===== config.mk =====
export PLATFORM = sky130hd
export DESIGN_NAME = led_port_arbiter_flat
export DESIGN_NICKNAME = d
export VERILOG_FILES = /design/src/rtl/led_arb_pkg.sv /design/src/rtl/led_port_arbiter_if.sv /design/src/rtl/led_port_arbiter_btn_debounce.sv /design/src/rtl/led_port_arbiter.sv /design/src/flat_wrapper.sv
export SDC_FILE = /design/constraint.sdc
export NUM_CORES = 1
export LEC_CHECK = 0
export CAP_MARGIN = 20
export CORE_UTILIZATION = 47
export DETAILED_ROUTE_END_ITERATION = 10
export PLACE_DENSITY = 0.79
export SYNTH_ARGS = -nofsm -noshare
export SYNTH_HDL_FRONTEND = slang
export SYNTH_HIERARCHICAL = 1
export SYNTH_SLANG_ARGS = --single-unit

===== constraint.sdc =====
create_clock -name PCLK -period 2.78 [get_ports PCLK]
set_clock_uncertainty 0.15 [all_clocks]
set_input_delay 0.556 -clock PCLK [delete_from_list [all_inputs] [get_ports PCLK]]
set_output_delay 0.556 -clock PCLK [all_outputs]
set_load 0.05 [all_outputs]

===== src/rtl/led_arb_pkg.sv =====
// led_arb_pkg: shared encodings for the LED port arbiter.
//   arb_state_e  - arbiter FSM states
//   owner_e      - OWNER output codes
//   last_owner_e - side that most recently held a normal grant (tie-break)
package led_arb_pkg;

  typedef enum logic [1:0] {
    IDLE  = 2'd0,
    GNT_S = 2'd1,
    GNT_I = 2'd2,
    FORCE = 2'd3
  } arb_state_e;

  typedef enum logic [1:0] {
    OWN_NONE = 2'b00,
    OWN_SPI  = 2'b01,
    OWN_I2C  = 2'b10,
    OWN_OVR  = 2'b11
  } owner_e;

  typedef enum logic {
    LAST_SPI = 1'b0,
    LAST_I2C = 1'b1
  } last_owner_e;

endpackage


===== src/rtl/led_port_arbiter_if.sv =====
// led_port_arbiter_if: requester-side bus of the LED port arbiter.
//   SPI_REQ/SPI_DATA  - SPI request and LED pattern (requester -> arbiter)
//   I2C_REQ/I2C_DATA  - I2C request and LED pattern (requester -> arbiter)
//   OVR_BTN           - raw override push-button (requester -> arbiter)
//   GNT_SPI/GNT_I2C   - ownership grants (arbiter -> requester)
//   LED               - registered LED drive (arbiter -> board)
//   OWNER             - current owner code (arbiter -> requester)
// modport master: requester/board side; modport slave: the arbiter.
interface led_port_arbiter_if;
  logic       SPI_REQ;
  logic [7:0] SPI_DATA;
  logic       I2C_REQ;
  logic [7:0] I2C_DATA;
  logic       OVR_BTN;
  logic       GNT_SPI;
  logic       GNT_I2C;
  logic [7:0] LED;
  logic [1:0] OWNER;

  modport master (
    output SPI_REQ, SPI_DATA, I2C_REQ, I2C_DATA, OVR_BTN,
    input  GNT_SPI, GNT_I2C, LED, OWNER
  );

  modport slave (
    input  SPI_REQ, SPI_DATA, I2C_REQ, I2C_DATA, OVR_BTN,
    output GNT_SPI, GNT_I2C, LED, OWNER
  );
endinterface


===== src/rtl/led_port_arbiter_btn_debounce.sv =====
// btn_debounce: 2-flop synchroniser for the override button, followed by an
// optional debouncer when LED_ARB_DEBOUNCE_EN is defined.
//   clk    - PCLK
//   rst_n  - asynchronous active-low reset
//   btn_i  - raw button, asynchronous to clk
//   ovr_o  - synchronised (and optionally debounced) override level
// With LED_ARB_DEBOUNCE_EN, ovr_o changes only after DEBOUNCE_CYCLES
// consecutive synchronised samples that differ from the current ovr_o.
module btn_debounce #(
  parameter int DEBOUNCE_CYCLES = 1024
) (
  input  logic clk,
  input  logic rst_n,
  input  logic btn_i,
  output logic ovr_o
);

  if (DEBOUNCE_CYCLES < 2) begin : g_cfg_check
    $error("btn_debounce: DEBOUNCE_CYCLES must be at least 2");
  end

  logic [1:0] sync_q;

  always_ff @(posedge clk or negedge rst_n) begin
    if (!rst_n) sync_q <= '0;
    else        sync_q <= {sync_q[0], btn_i};
  end

`ifdef LED_ARB_DEBOUNCE_EN
  localparam int CW = $clog2(DEBOUNCE_CYCLES);

  logic [CW-1:0] cnt_q, cnt_d;
  logic          ovr_q, ovr_d;

  // Counter tracks how many consecutive samples disagree with ovr_q; any
  // agreeing sample restarts it.
  always_comb begin
    cnt_d = '0;
    ovr_d = ovr_q;
    if (sync_q[1] != ovr_q) begin
      if (cnt_q == CW'(DEBOUNCE_CYCLES - 1)) ovr_d = sync_q[1];
      else                                   cnt_d = cnt_q + 1'b1;
    end
  end

  always_ff @(posedge clk or negedge rst_n) begin
    if (!rst_n) begin
      cnt_q <= '0;
      ovr_q <= 1'b0;
    end else begin
      cnt_q <= cnt_d;
      ovr_q <= ovr_d;
    end
  end

  assign ovr_o = ovr_q;
`else
  assign ovr_o = sync_q[1];
`endif

endmodule


===== src/rtl/led_port_arbiter.sv =====
// led_port_arbiter: shares the 8-bit LED port between the SPI slave and the
// I2C port-expander with round-robin fairness and a minimum tenure.
//   PCLK     - clock, all state on rising edge
//   RESET_n  - asynchronous active-low reset
//   bus      - led_port_arbiter_if.slave (requests, patterns, override
//              button in; grants, LED, OWNER out)
// Parameters: HOLD_CYCLES (min tenure / max tenure when contested),
// DEBOUNCE_CYCLES (override debounce, used with LED_ARB_DEBOUNCE_EN).
// Optional feature macro: LED_ARB_DEBOUNCE_EN (see btn_debounce).
import led_arb_pkg::*;

module led_port_arbiter #(
  parameter int HOLD_CYCLES     = 16,
  parameter int DEBOUNCE_CYCLES = 1024
) (
  input  logic                PCLK,
  input  logic                RESET_n,
  led_port_arbiter_if.slave   bus
);

  localparam int HW = (HOLD_CYCLES > 1) ? $clog2(HOLD_CYCLES) : 1;
  localparam logic [HW-1:0] HOLD_MAX = HW'(HOLD_CYCLES - 1);

  logic [1:0]  spi_sync_q, i2c_sync_q;
  logic        sreq_s, sreq_i, ovr;

  arb_state_e  state_q, state_d;
  last_owner_e last_q, last_d;
  logic [HW-1:0] hold_cnt_q, hold_cnt_d;
  logic [7:0]  led_q, led_d;
  logic        hold_expired;

  always_ff @(posedge PCLK or negedge RESET_n) begin
    if (!RESET_n) begin
      spi_sync_q <= '0;
      i2c_sync_q <= '0;
    end else begin
      spi_sync_q <= {spi_sync_q[0], bus.SPI_REQ};
      i2c_sync_q <= {i2c_sync_q[0], bus.I2C_REQ};
    end
  end

  assign sreq_s = spi_sync_q[1];
  assign sreq_i = i2c_sync_q[1];

  btn_debounce #(
    .DEBOUNCE_CYCLES(DEBOUNCE_CYCLES)
  ) u_btn_debounce (
    .clk   (PCLK),
    .rst_n (RESET_n),
    .btn_i (bus.OVR_BTN),
    .ovr_o (ovr)
  );

  // State register (also holds tenure counter, tie-break memory and LED).
  always_ff @(posedge PCLK or negedge RESET_n) begin
    if (!RESET_n) begin
      state_q    <= IDLE;
      last_q     <= LAST_I2C;
      hold_cnt_q <= '0;
      led_q      <= '0;
    end else begin
      state_q    <= state_d;
      last_q     <= last_d;
      hold_cnt_q <= hold_cnt_d;
      led_q      <= led_d;
    end
  end

  assign hold_expired = (hold_cnt_q == '0);

  // Next-state logic.
  always_comb begin
    state_d    = state_q;
    last_d     = last_q;
    led_d      = led_q;
    hold_cnt_d = hold_expired ? hold_cnt_q : hold_cnt_q - 1'b1;

    case (state_q)
      IDLE: begin
        if (ovr)                                        state_d = FORCE;
        else if (sreq_s && (!sreq_i || last_q == LAST_I2C)) state_d = GNT_S;
        else if (sreq_i)                                state_d = GNT_I;
      end
      GNT_S: begin
        if (ovr)                           state_d = FORCE;
        else if (hold_expired && sreq_i)   state_d = GNT_I;
        else if (hold_expired && !sreq_s)  state_d = IDLE;
      end
      GNT_I: begin
        if (ovr)                           state_d = FORCE;
        else if (hold_expired && sreq_s)   state_d = GNT_S;
        else if (hold_expired && !sreq_i)  state_d = IDLE;
      end
      FORCE: begin
        if (!ovr) state_d = IDLE;
      end
      default: state_d = IDLE;
    endcase

    // Entering a normal grant (from IDLE or a direct handover) starts a
    // fresh tenure; FORCE leaves last_q alone.
    if (state_d != state_q) begin
      if (state_d == GNT_S) begin
        hold_cnt_d = HOLD_MAX;
        last_d     = LAST_SPI;
      end else if (state_d == GNT_I) begin
        hold_cnt_d = HOLD_MAX;
        last_d     = LAST_I2C;
      end
    end

    // Loading from the next state puts DATA on LED on the granting edge.
    case (state_d)
      GNT_S:        led_d = bus.SPI_DATA;
      GNT_I, FORCE: led_d = bus.I2C_DATA;
      default:      led_d = led_q;
    endcase
  end

  // Output logic.
  always_comb begin
    bus.GNT_SPI = 1'b0;
    bus.GNT_I2C = 1'b0;
    bus.OWNER   = OWN_NONE;
    case (state_q)
      GNT_S: begin
        bus.GNT_SPI = 1'b1;
        bus.OWNER   = OWN_SPI;
      end
      GNT_I: begin
        bus.GNT_I2C = 1'b1;
        bus.OWNER   = OWN_I2C;
      end
      FORCE: begin
        bus.GNT_I2C = 1'b1;
        bus.OWNER   = OWN_OVR;
      end
      default: ;
    endcase
  end

  assign bus.LED = led_q;

endmodule


===== src/flat_wrapper.sv =====
// flat-port wrapper written by rule: the top's interface ports become plain ports
module led_port_arbiter_flat 
#(
  parameter int HOLD_CYCLES     = 16,
  parameter int DEBOUNCE_CYCLES = 1024
)
  (PCLK, RESET_n, bus_SPI_REQ, bus_SPI_DATA, bus_I2C_REQ, bus_I2C_DATA, bus_OVR_BTN, bus_GNT_SPI, bus_GNT_I2C, bus_LED, bus_OWNER);
  led_port_arbiter_if bus_i ();
  input  logic PCLK;
  input  logic RESET_n;
  input wire logic [$bits(bus_i.SPI_REQ)-1:0] bus_SPI_REQ;
  input wire logic [$bits(bus_i.SPI_DATA)-1:0] bus_SPI_DATA;
  input wire logic [$bits(bus_i.I2C_REQ)-1:0] bus_I2C_REQ;
  input wire logic [$bits(bus_i.I2C_DATA)-1:0] bus_I2C_DATA;
  input wire logic [$bits(bus_i.OVR_BTN)-1:0] bus_OVR_BTN;
  output wire logic [$bits(bus_i.GNT_SPI)-1:0] bus_GNT_SPI;
  output wire logic [$bits(bus_i.GNT_I2C)-1:0] bus_GNT_I2C;
  output wire logic [$bits(bus_i.LED)-1:0] bus_LED;
  output wire logic [$bits(bus_i.OWNER)-1:0] bus_OWNER;
  assign bus_i.SPI_REQ = bus_SPI_REQ;
  assign bus_i.SPI_DATA = bus_SPI_DATA;
  assign bus_i.I2C_REQ = bus_I2C_REQ;
  assign bus_i.I2C_DATA = bus_I2C_DATA;
  assign bus_i.OVR_BTN = bus_OVR_BTN;
  assign bus_GNT_SPI = bus_i.GNT_SPI;
  assign bus_GNT_I2C = bus_i.GNT_I2C;
  assign bus_LED = bus_i.LED;
  assign bus_OWNER = bus_i.OWNER;
  led_port_arbiter #(.HOLD_CYCLES(HOLD_CYCLES), .DEBOUNCE_CYCLES(DEBOUNCE_CYCLES)) u_core (.PCLK(PCLK), .RESET_n(RESET_n), .bus(bus_i));
endmodule

==> run metrics, run 1 <==
Reg clk slew, reported paths=0.12 ns; post-synthesis register bit count=21; H-tree depth=1; vias in the first global route=900; Comb pwr share=0.409; GRT Total Usage=0.192; multi-input logic area=581 um2; Worst EP required=2.83 ns; Inserted Diodes=0; via count=938; fin cells=175; Critical path destination=u_core/bus.LED[6]; Place WS=0.0314 ns; status=complete, no violations; final instance area=0.00157 mm2; NumNets Final=174; Mapped Cells=114; PD cells=601 mW/mm2; top-count cell post-synth=dfrtp_1; Yosys top cell by area=dfrtp_1; met2 routed WL=1.28 mm; sequential cell area=527 um2; clk sinks=21; Int Pwr=0.000580 W; Vias/cell=5.36; LEAKAGE=0.638 nW; Critical Path AT=2.71 ns; Post-DP Area=0.00152 mm2; Max Cap Viol=0; largest net degree at the start of global routing=17; fin util=0.689; Main synth FF type=dfrtp_1; Post-CTS Hold Fix Bufs=0; M1 WL=1.06 mm; Detailed Route Iter0 Violations=11; setup bufs post-CTS=0; Final Worst Setup Slack=0.124 ns; CP startpoint kind=flip-flop; Longest Clk Path Bufs=2; CP Max Fanout=16; met3 WL=59 um; DP Wirelength=1.82 mm; Relative slew margins=0.543; # rows=17; Setup CP Type=reg2reg; switching part of the total power=0.385; Syn Area/Cell=10.2 um2; CP startpoint=u_core/hold_cnt_q[0]; uppermost routed layer=met4; root buffer cell=clkbuf_4; area grow syn2layout=34.7%; Max rail drop VDD=0.000436 V; Antenna Nets Post-Route=0; post-detailed-route DRC marker count=0; library cells used by synthesis=33; Post-synth EDFFs=0; Die Ht=51.8 um; period utilization=0.956; GPL Wtd Cong=0.793; fin. max-slew vios=0; # IOs=33; Clock Latency Late Sink=0.30 ns; I/O Buffers=32; R2R Setup Slk=0.12 ns; CTS tree=built; Hold Path Class=reg2reg; final hold vios=0; first-pass GRT wire length=3.79 mm; Final TNS setup=0 ns; Seq pwr share=0.436; Synth top cells by count=dfrtp_1 (20), a21oi_2 (16), nand2_1 (15); core area=0.00228 mm2; Max Clk Rate=0.376 GHz; reg-to-reg startpoint=u_core/hold_cnt_q[0]; r2r worst-path depth=10; Slew @ Worst Pin=0.677 ns; Die ar.=0.00268 mm2; clock share of power=0.155; CTS buffer count=3; Reg-to-Reg End=u_core/bus.LED[6]; Area contributors post-synth=dfrtp_1 (43%), a21oi_2 (12%), nor2b_1 (5.9%); Final setup viols=0; Wirelength per Cell=13.8 um; CP Capture Type=flip-flop; fraction of layout cells with a size suffix above 1=0.224; GRT overflow=0; Filler cells=199; Psw=0.000363 W; final WL=2.42 mm; Seq/Total Area, Yosys=0.453; net count of the mapped netlist=140; Placed Instances=171; post-synth top area share=0.430; warning count from the yosys run=6; Tmin final=2.66 ns; Initial Util=0.511; Pre-Repair DR Iteration Count=4; initial antenna violation count=0; async set or reset register ratio after synthesis=1.00; Die Wd=51.8 um; Mapped Area=0.00116 mm2
## cells by family (layout without fill, tap and decap cells)
logic type,Yosys count,after routing,synth area share
simple gates,40,40,0.181
compound gates,33,33,0.229
flops,21,21,0.453
buf+inv,13,46,0.0688
fa+ha+maj,5,5,0.0538
xor+xnor,2,2,0.0151
## worst min path at each step
stage	to	startpoint	cells past startpoint	slack, ns
4_1_cts	u_core/spi_sync_q[1]	u_core/spi_sync_q[0]	0	0.22
2_1_floorplan	u_core/bus.LED[0]	RESET_n	0	0.11
5_1_grt	u_core/spi_sync_q[1]	u_core/spi_sync_q[0]	0	0.22
3_5_place_dp	u_core/spi_sync_q[1]	u_core/spi_sync_q[0]	0	0.19
6_report	u_core/spi_sync_q[1]	u_core/spi_sync_q[0]	0	0.21
3_3_place_gp	u_core/u_btn_debounce/sync_q[1]	u_core/u_btn_debounce/sync_q[0]	0	0.18
## cells in the final DEF, fill, tap and decap left out, drive strengths merged, types with 2 or more instances in the layout
master	n
ha	5
nand2	15
dfrtp	20
clkbuf	3
o21ai	3
xnor2	2
clkinv	2
nand2b	5
buf	4
inv	5
o32a	2
nor2b	11
nor2	2
a21oi	18
clkdlybuf4s50	32
nand3	2
## worst max-delay path: stages, from the launching register on
cell	delay, ns
dfrtp_1	0.41
inv_2	0.09
ha_2	0.19
or3b_4	0.41
a221o_1	0.39
a21o_4	0.26
clkinv_8	0.09
ha_1	0.19
buf_12	0.15
nor2b_1	0.17
a21oi_2	0.04
## power groups by stage
stage               logic [W]  clock network, W  registers (W)
global route         0.000418          0.000161       0.000417
CTS                  0.000378          0.000150       0.000407
global placement     0.000363                 0       0.000408
detailed placement   0.000376                 0       0.000413
finish               0.000386          0.000146       0.000411
floorplan            0.000197                 0       0.000463
## routing by layer
layer / global-route usage / vias to the layer above
li1: - / 460
met1: 0.226 / 462
met2: 0.344 / 14
met3: 0.0351 / 2
met4: 0.0676 / 0
met5: 0 / -
## per-stage QoR
step | hold slack, ns | power (W)
3_5_place_dp | 0.188 | 0.000789
4_1_cts | 0.216 | 0.000935
5_1_grt | 0.219 | 0.000996
3_3_place_gp | 0.184 | 0.000771
6_report | 0.213 | 0.000943
2_1_floorplan | 0.110 | 0.000661
## state kept, by name (all words and copies together) (netlist names)
register,flops
u_core/state_q,2
u_core/last_q,1
u_core/bus.LED,8
u_core/hold_cnt_q,4
u_core/u_btn_debounce/sync_q,2
u_core/spi_sync_q,2
u_core/i2c_sync_q,2
## layout make-up
cell class	count	share of cell area
multi-input combinational	80	0.370
sequential	21	0.336
timing repair buffer	36	0.231
inverter	6	0.0223
tap	28	0.0223
clock buffer	3	0.0144
clock inverter	1	0.00319
## what timing repair did
item                                   in CTS  in global routing
resized for setup                           0                  7
endpoints found under the hold margin       0                  0
setup endpoints to repair                   0                 13
Power figures use the tool's default switching activity.
==> run 2, diff against run 1 <==
--- a/config.mk
+++ b/config.mk
@@ -6,9 +6,10 @@
 export NUM_CORES = 1
 export LEC_CHECK = 0
 export CAP_MARGIN = 20
+export CORE_MARGIN = 3
 export CORE_UTILIZATION = 47
 export DETAILED_ROUTE_END_ITERATION = 10
-export PLACE_DENSITY = 0.79
+export PLACE_DENSITY = 0.9
 export SYNTH_ARGS = -nofsm -noshare
 export SYNTH_HDL_FRONTEND = slang
 export SYNTH_HIERARCHICAL = 1
==> run metrics, run 2 (synthesized netlist as in run 1, its figures left out) <==
status=complete, no violations; CTS tree=built; DP Wirelength=1.77 mm (-2.6%); hold path endpoint=u_core/u_btn_debounce/sync_q[1]; fin cells=176 (+0.57%); Filler cells=178 (-11%); r2r worst-path depth=10 (unchanged); Relative slew margins=0.611 (+0.0681); largest net degree at the start of global routing=22 (+5); GPL Wtd Cong=0.870 (+9.7%); Tmin final=2.63 ns (-0.0293 ns); final hold vios=0 (unchanged); multi-input logic area=561 um2 (-3.4%); Critical Path AT=2.68 ns (-0.03 ns); Clock Latency Late Sink=0.30 ns (about the same); # IOs=33 (unchanged); CP Max Fanout=16 (unchanged); PD cells=598 mW/mm2 (-0.58%); number of flip-flops under the largest register name=8 (unchanged); Final TNS setup=0 ns (unchanged); Setup CP Type=reg2reg; Initial Util=0.511 (unchanged); Max Clk Rate=0.381 GHz (+1.1%); Placed Instances=172 (+0.58%); Inserted Diodes=0 (unchanged); GRT Total Usage=0.152 (-0.0394); final hold slack=0.211 ns (-0.00242 ns); sequential cell area=527 um2 (unchanged); Final setup viols=0 (unchanged); NumNets Final=175 (+0.57%); largest stage delay on the critical path=0.42 ns (about the same); vias in the first global route=963 (+7.0%); Vias/cell=5.14 (-4.2%); initial antenna violation count=0 (unchanged); fin util=0.684 (-0.00440); first-pass GRT wire length=3.77 mm (-0.55%); Post-CTS Hold Fix Bufs=0 (unchanged); CP most frequent cell=ha_1; LEAKAGE=0.639 nW (+0.27%); Max rail drop VDD=0.000425 V (-2.5%); Die Wd=55.8 um (+7.7%); post-detailed-route DRC marker count=0 (unchanged); final instance area=0.00156 mm2 (-0.64%); fin. max-slew vios=0 (unchanged); Reg clk slew, reported paths=0.12 ns (about the same); GRT overflow=0 (unchanged); unrepaired setup endpoints after global routing=no; CP startpoint kind=flip-flop; Antenna Nets Post-Route=0 (unchanged); Worst EP required=2.83 ns (about the same); clk sinks=21 (unchanged); Max Cap Viol=0 (unchanged); I/O Buffers=32 (unchanged); CP Capture Type=flip-flop; root buffer cell=clkbuf_4; Die ar.=0.00311 mm2 (+16%); CTS buffer count=3 (unchanged); Hold Path Origin=u_core/u_btn_debounce/sync_q[0]; period utilization=0.945 (-0.0105); Detailed Route Iter0 Violations=9 (-2); Hold Path Depth=0 (unchanged); fraction of layout cells with a size suffix above 1=0.203 (-0.0218); core area=0.00228 mm2 (unchanged); final WL=2.25 mm (-7.2%); crit-path cells=inv_1, ha_1, or3b_4, a221o_1, a21o_2, clkinv_8, ha_1, buf_12, nor2b_1, a21oi_2; H-tree depth=1 (unchanged); Pre-Repair DR Iteration Count=4 (unchanged); Die Ht=55.8 um (+7.7%); most frequent cells in the layout=clkdlybuf4s50_1 (32), dfrtp_1 (20), a21oi_2 (16); Wirelength per Cell=12.8 um (-7.7%); most common cell after layout, fill and taps aside=clkdlybuf4s50_1; R2R Setup Slk=0.15 ns (+0.03 ns); reg-to-reg startpoint=u_core/hold_cnt_q[0]; Slew @ Worst Pin=0.576 ns (-0.101 ns); via count=904 (-3.6%); Post-DP Area=0.00152 mm2 (+0.50%); area grow syn2layout=33.9%; Longest Clk Path Bufs=2 (unchanged); # rows=17 (unchanged); Hold Path Class=reg2reg; slowest cell on the critical path=or3b_4; Reg-to-Reg End=u_core/bus.LED[5]
run 2: cell count changes in the layout (fill, tap and decap cells not counted), sizes merged:
cell	delta
clkinv	-1
clkinvlp	+1
buf	+1
run 2: repair_timing:
| item | CTS | global route |
|---|---|---|
| hold endpoints to repair | 0 | 0 |
| endpoints found under the setup margin | 0 | 10 |
| gates resized for setup | 0 | 2 |
| buffers inserted | 0 | 0 |
run 2: cell type report:
type | instances | area share
Tap cell | 28 | 0.0225
Inverter | 6 | 0.0225
Sequential cell | 21 | 0.338
Clock buffer | 3 | 0.0145
Timing Repair Buffer | 37 | 0.238
Clock inverter | 1 | 0.00482
Multi-Input combinational cell | 80 | 0.360
run 2: per-stage QoR:
step / power [W] / worst slack [ns]
after floorplan: 0.000661 / 0.217
after global placement: 0.000770 / 0.226
after detailed placement: 0.000791 / 0.119
after CTS: 0.000946 / 0.103
after global routing: 0.000996 / 0.00269
final: 0.000931 / 0.153
run 2: critical path: cells and delay by family (launching register included):
| family | cells | cell delay (ns) |
|---|---|---|
| flops | 1 | 0.39 |
| buf+inv | 3 | 0.34 |
| simple gates | 2 | 0.59 |
| fa+ha+maj | 2 | 0.37 |
| compound gates | 3 | 0.67 |
run 2: layer usage:
| layer | up-vias | track usage | wire [um] |
|---|---|---|---|
| li1 | 455 | - | - |
| met1 | 424 | 0.135 | 867 |
| met5 | - | 0 | 0 |
| met2 | 23 | 0.302 | 1220 |
| met4 | 0 | 0.0694 | 16 |
| met3 | 2 | 0.0487 | 145 |
run 2: report_power, final:
part | switching [W] | internal, W | leakage [nW] | total [W]
clock | 0.0000922 | 0.0000548 | 0.0139 | 0.000147
combinational | 0.000218 | 0.000161 | 0.388 | 0.000380
sequential | 0.0000439 | 0.000361 | 0.238 | 0.000405
total | 0.000354 | 0.000577 | 0.639 | 0.000931
run 2: worst max path at each step:
stage	endpoint	slack (ns)	from
final	u_core/bus.LED[5]	0.15	u_core/hold_cnt_q[0]
after global routing	u_core/bus.LED[3]	0.003	u_core/hold_cnt_q[0]
after CTS	u_core/bus.LED[2]	0.10	u_core/hold_cnt_q[0]
after detailed placement	u_core/bus.LED[2]	0.12	u_core/hold_cnt_q[0]
after global placement	u_core/bus.LED[2]	0.23	u_core/hold_cnt_q[0]
after floorplan	u_core/bus.LED[6]	0.22	u_core/hold_cnt_q[0]
==> run 3, diff against run 2 <==
--- a/config.mk
+++ b/config.mk
@@ -6,7 +6,7 @@
 export NUM_CORES = 1
 export LEC_CHECK = 0
 export CAP_MARGIN = 20
-export CORE_MARGIN = 3
+export CORE_MARGIN = 2
 export CORE_UTILIZATION = 47
 export DETAILED_ROUTE_END_ITERATION = 10
 export PLACE_DENSITY = 0.9
==> run metrics, run 3 (synthesized netlist as in run 1, its figures left out) <==
status=complete, no violations; post-detailed-route DRC marker count=0 (unchanged); CTS buffer count=3 (unchanged); DP Wirelength=1.84 mm (+3.9%); Hold Path Origin=u_core/u_btn_debounce/sync_q[0]; Worst EP required=2.80 ns (-0.03 ns); Post-DP Area=0.00153 mm2 (+0.16%); PD cells=589 mW/mm2 (-1.4%); most frequent cells in the layout=clkdlybuf4s50_1 (32), dfrtp_1 (20), a21oi_2 (16); LEAKAGE=0.644 nW (+0.68%); Vias/cell=5.12 (-0.36%); largest net degree at the start of global routing=22 (unchanged); CP startpoint kind=flip-flop; first-pass GRT wire length=3.65 mm (-3.1%); Pre-Repair DR Iteration Count=4 (unchanged); Max rail drop VDD=0.000411 V (-3.3%); final WL=2.21 mm (-1.5%); GRT overflow=0 (unchanged); Relative slew margins=0.522 (-0.0891); Max Clk Rate=0.384 GHz (+0.85%); Reg clk slew, reported paths=0.11 ns (about the same); Placed Instances=174 (+1.2%); CTS tree=built; root buffer cell=clkbuf_4; final hold slack=0.211 ns (+0.000158 ns); final instance area=0.00155 mm2 (-0.24%); vias in the first global route=888 (-7.8%); met2 Track Usage GR=0.327 (+0.0249); Post-CTS Hold Fix Bufs=0 (unchanged); period utilization=0.937 (-0.00792); CP Max Fanout=5 (-11); Antenna Nets Post-Route=0 (unchanged); clk sinks=21 (unchanged); area grow syn2layout=33.5%; unrepaired setup endpoints after global routing=no; Die ar.=0.00289 mm2 (-7.0%); core area=0.00241 mm2 (+5.9%); Max Cap Viol=0 (unchanged); CP Capture Type=flip-flop; Clock Latency Late Sink=0.29 ns (about the same); Die Wd=53.8 um (-3.6%); most common cell after layout, fill and taps aside=clkdlybuf4s50_1; fin cells=178 (+1.1%); Wirelength per Cell=12.4 um (-2.6%); power after layout=0.000916 W (-1.7%); Final setup viols=0 (unchanged); CP startpoint=u_core/hold_cnt_q[0]; GRT busiest layer=met2; GRT met3 Usage=0.0278 (-0.0209); I/O Buffers=32 (unchanged); via count=911 (+0.77%); # IOs=33 (unchanged); setup bufs post-CTS=0 (unchanged); NumNets Final=175 (unchanged); Die Ht=53.8 um (-3.6%); GPL Wtd Cong=0.774 (-11%); initial antenna violation count=0 (unchanged); Slew @ Worst Pin=0.708 ns (+0.132 ns); # rows=18 (+1); GRT Total Usage=0.177 (+0.0243); Longest Clk Path Bufs=2 (unchanged); H-tree depth=1 (unchanged); Detailed Route Iter0 Violations=14 (+5); fin. max-slew vios=0 (unchanged); Inserted Diodes=0 (unchanged); fraction of layout cells with a size suffix above 1=0.189 (-0.0135); CTS resizes=0 (unchanged); final hold vios=0 (unchanged); number of flip-flops under the largest register name=8 (unchanged); Hold Path Class=reg2reg; met1 GRT Util=0.207 (+0.0725); Final TNS setup=0 ns (unchanged); Setup CP Type=reg2reg; Initial Util=0.483 (-0.0284); Tmin final=2.61 ns (-0.0220 ns); Critical Path AT=2.63 ns (-0.05 ns); reg-to-reg startpoint=u_core/hold_cnt_q[0]
[run 3: cell count changes in the layout (fill, tap and decap cells not counted)]
cell,change
a21o_2,-1
clkinvlp_4,-1
a21o_1,+1
nor2b_2,-1
clkinv_2,+1
nor2b_1,+1
[run 3: worst paths after layout]
| path | to | slack, ns | depth (start not counted) |
|---|---|---|---|
| hold reg to reg | u_core/u_btn_debounce/sync_q[1] | 0.21 | 0 |
| hold / removal | u_core/u_btn_debounce/sync_q[1] | 0.21 | 0 |
| setup reg to reg | u_core/hold_cnt_q[2] | 0.17 | 8 |
| max in group asynchronous | u_core/last_q | 1.77 | 2 |
| min in group asynchronous | u_core/bus.LED[6] | 0.43 | 2 |
| setup / recovery | u_core/hold_cnt_q[2] | 0.17 | 8 |
[run 3: cell type report]
type / instances / area, um2
Clock buffer: 3 / 22.5
Clock inverter: 1 / 5.00
Fill cell: 182 / 856
Inverter: 6 / 35.0
Multi-Input combinational cell: 80 / 557
Sequential cell: 21 / 527
Tap cell: 30 / 37.5
Timing Repair Buffer: 37 / 370
[run 3: stage by stage]
step / utilization / worst slack, ns
6_report: 0.645 / 0.175
5_1_grt: 0.645 / 0.00502
4_1_cts: 0.645 / 0.171
2_1_floorplan: - / 0.217
3_3_place_gp: 0.633 / 0.292
3_5_place_dp: 0.633 / 0.197
[run 3: critical path, stage by stage (launching register included)]
cell and delay, ns:
dfrtp_1 0.39, inv_1 0.11, ha_1 0.20, or3b_4 0.41, a221o_1 0.36, a21o_1 0.24, ha_1 0.22, o2bb2ai_1 0.27
o21ai_0 0.13
[run 3: power by group]
group	total, W	internal (W)	leakage [nW]	switching (W)
Clock	0.000135	0.0000534	0.0177	0.0000812
Combinational	0.000373	0.000160	0.388	0.000213
Sequential	0.000408	0.000361	0.238	0.0000471
Total	0.000916	0.000575	0.644	0.000341
[run 3: layer usage]
metal	vias up	routed length, um
met5	-	0
met4	0	15
met3	2	116
li1	457	-
met1	428	843
met2	24	1240
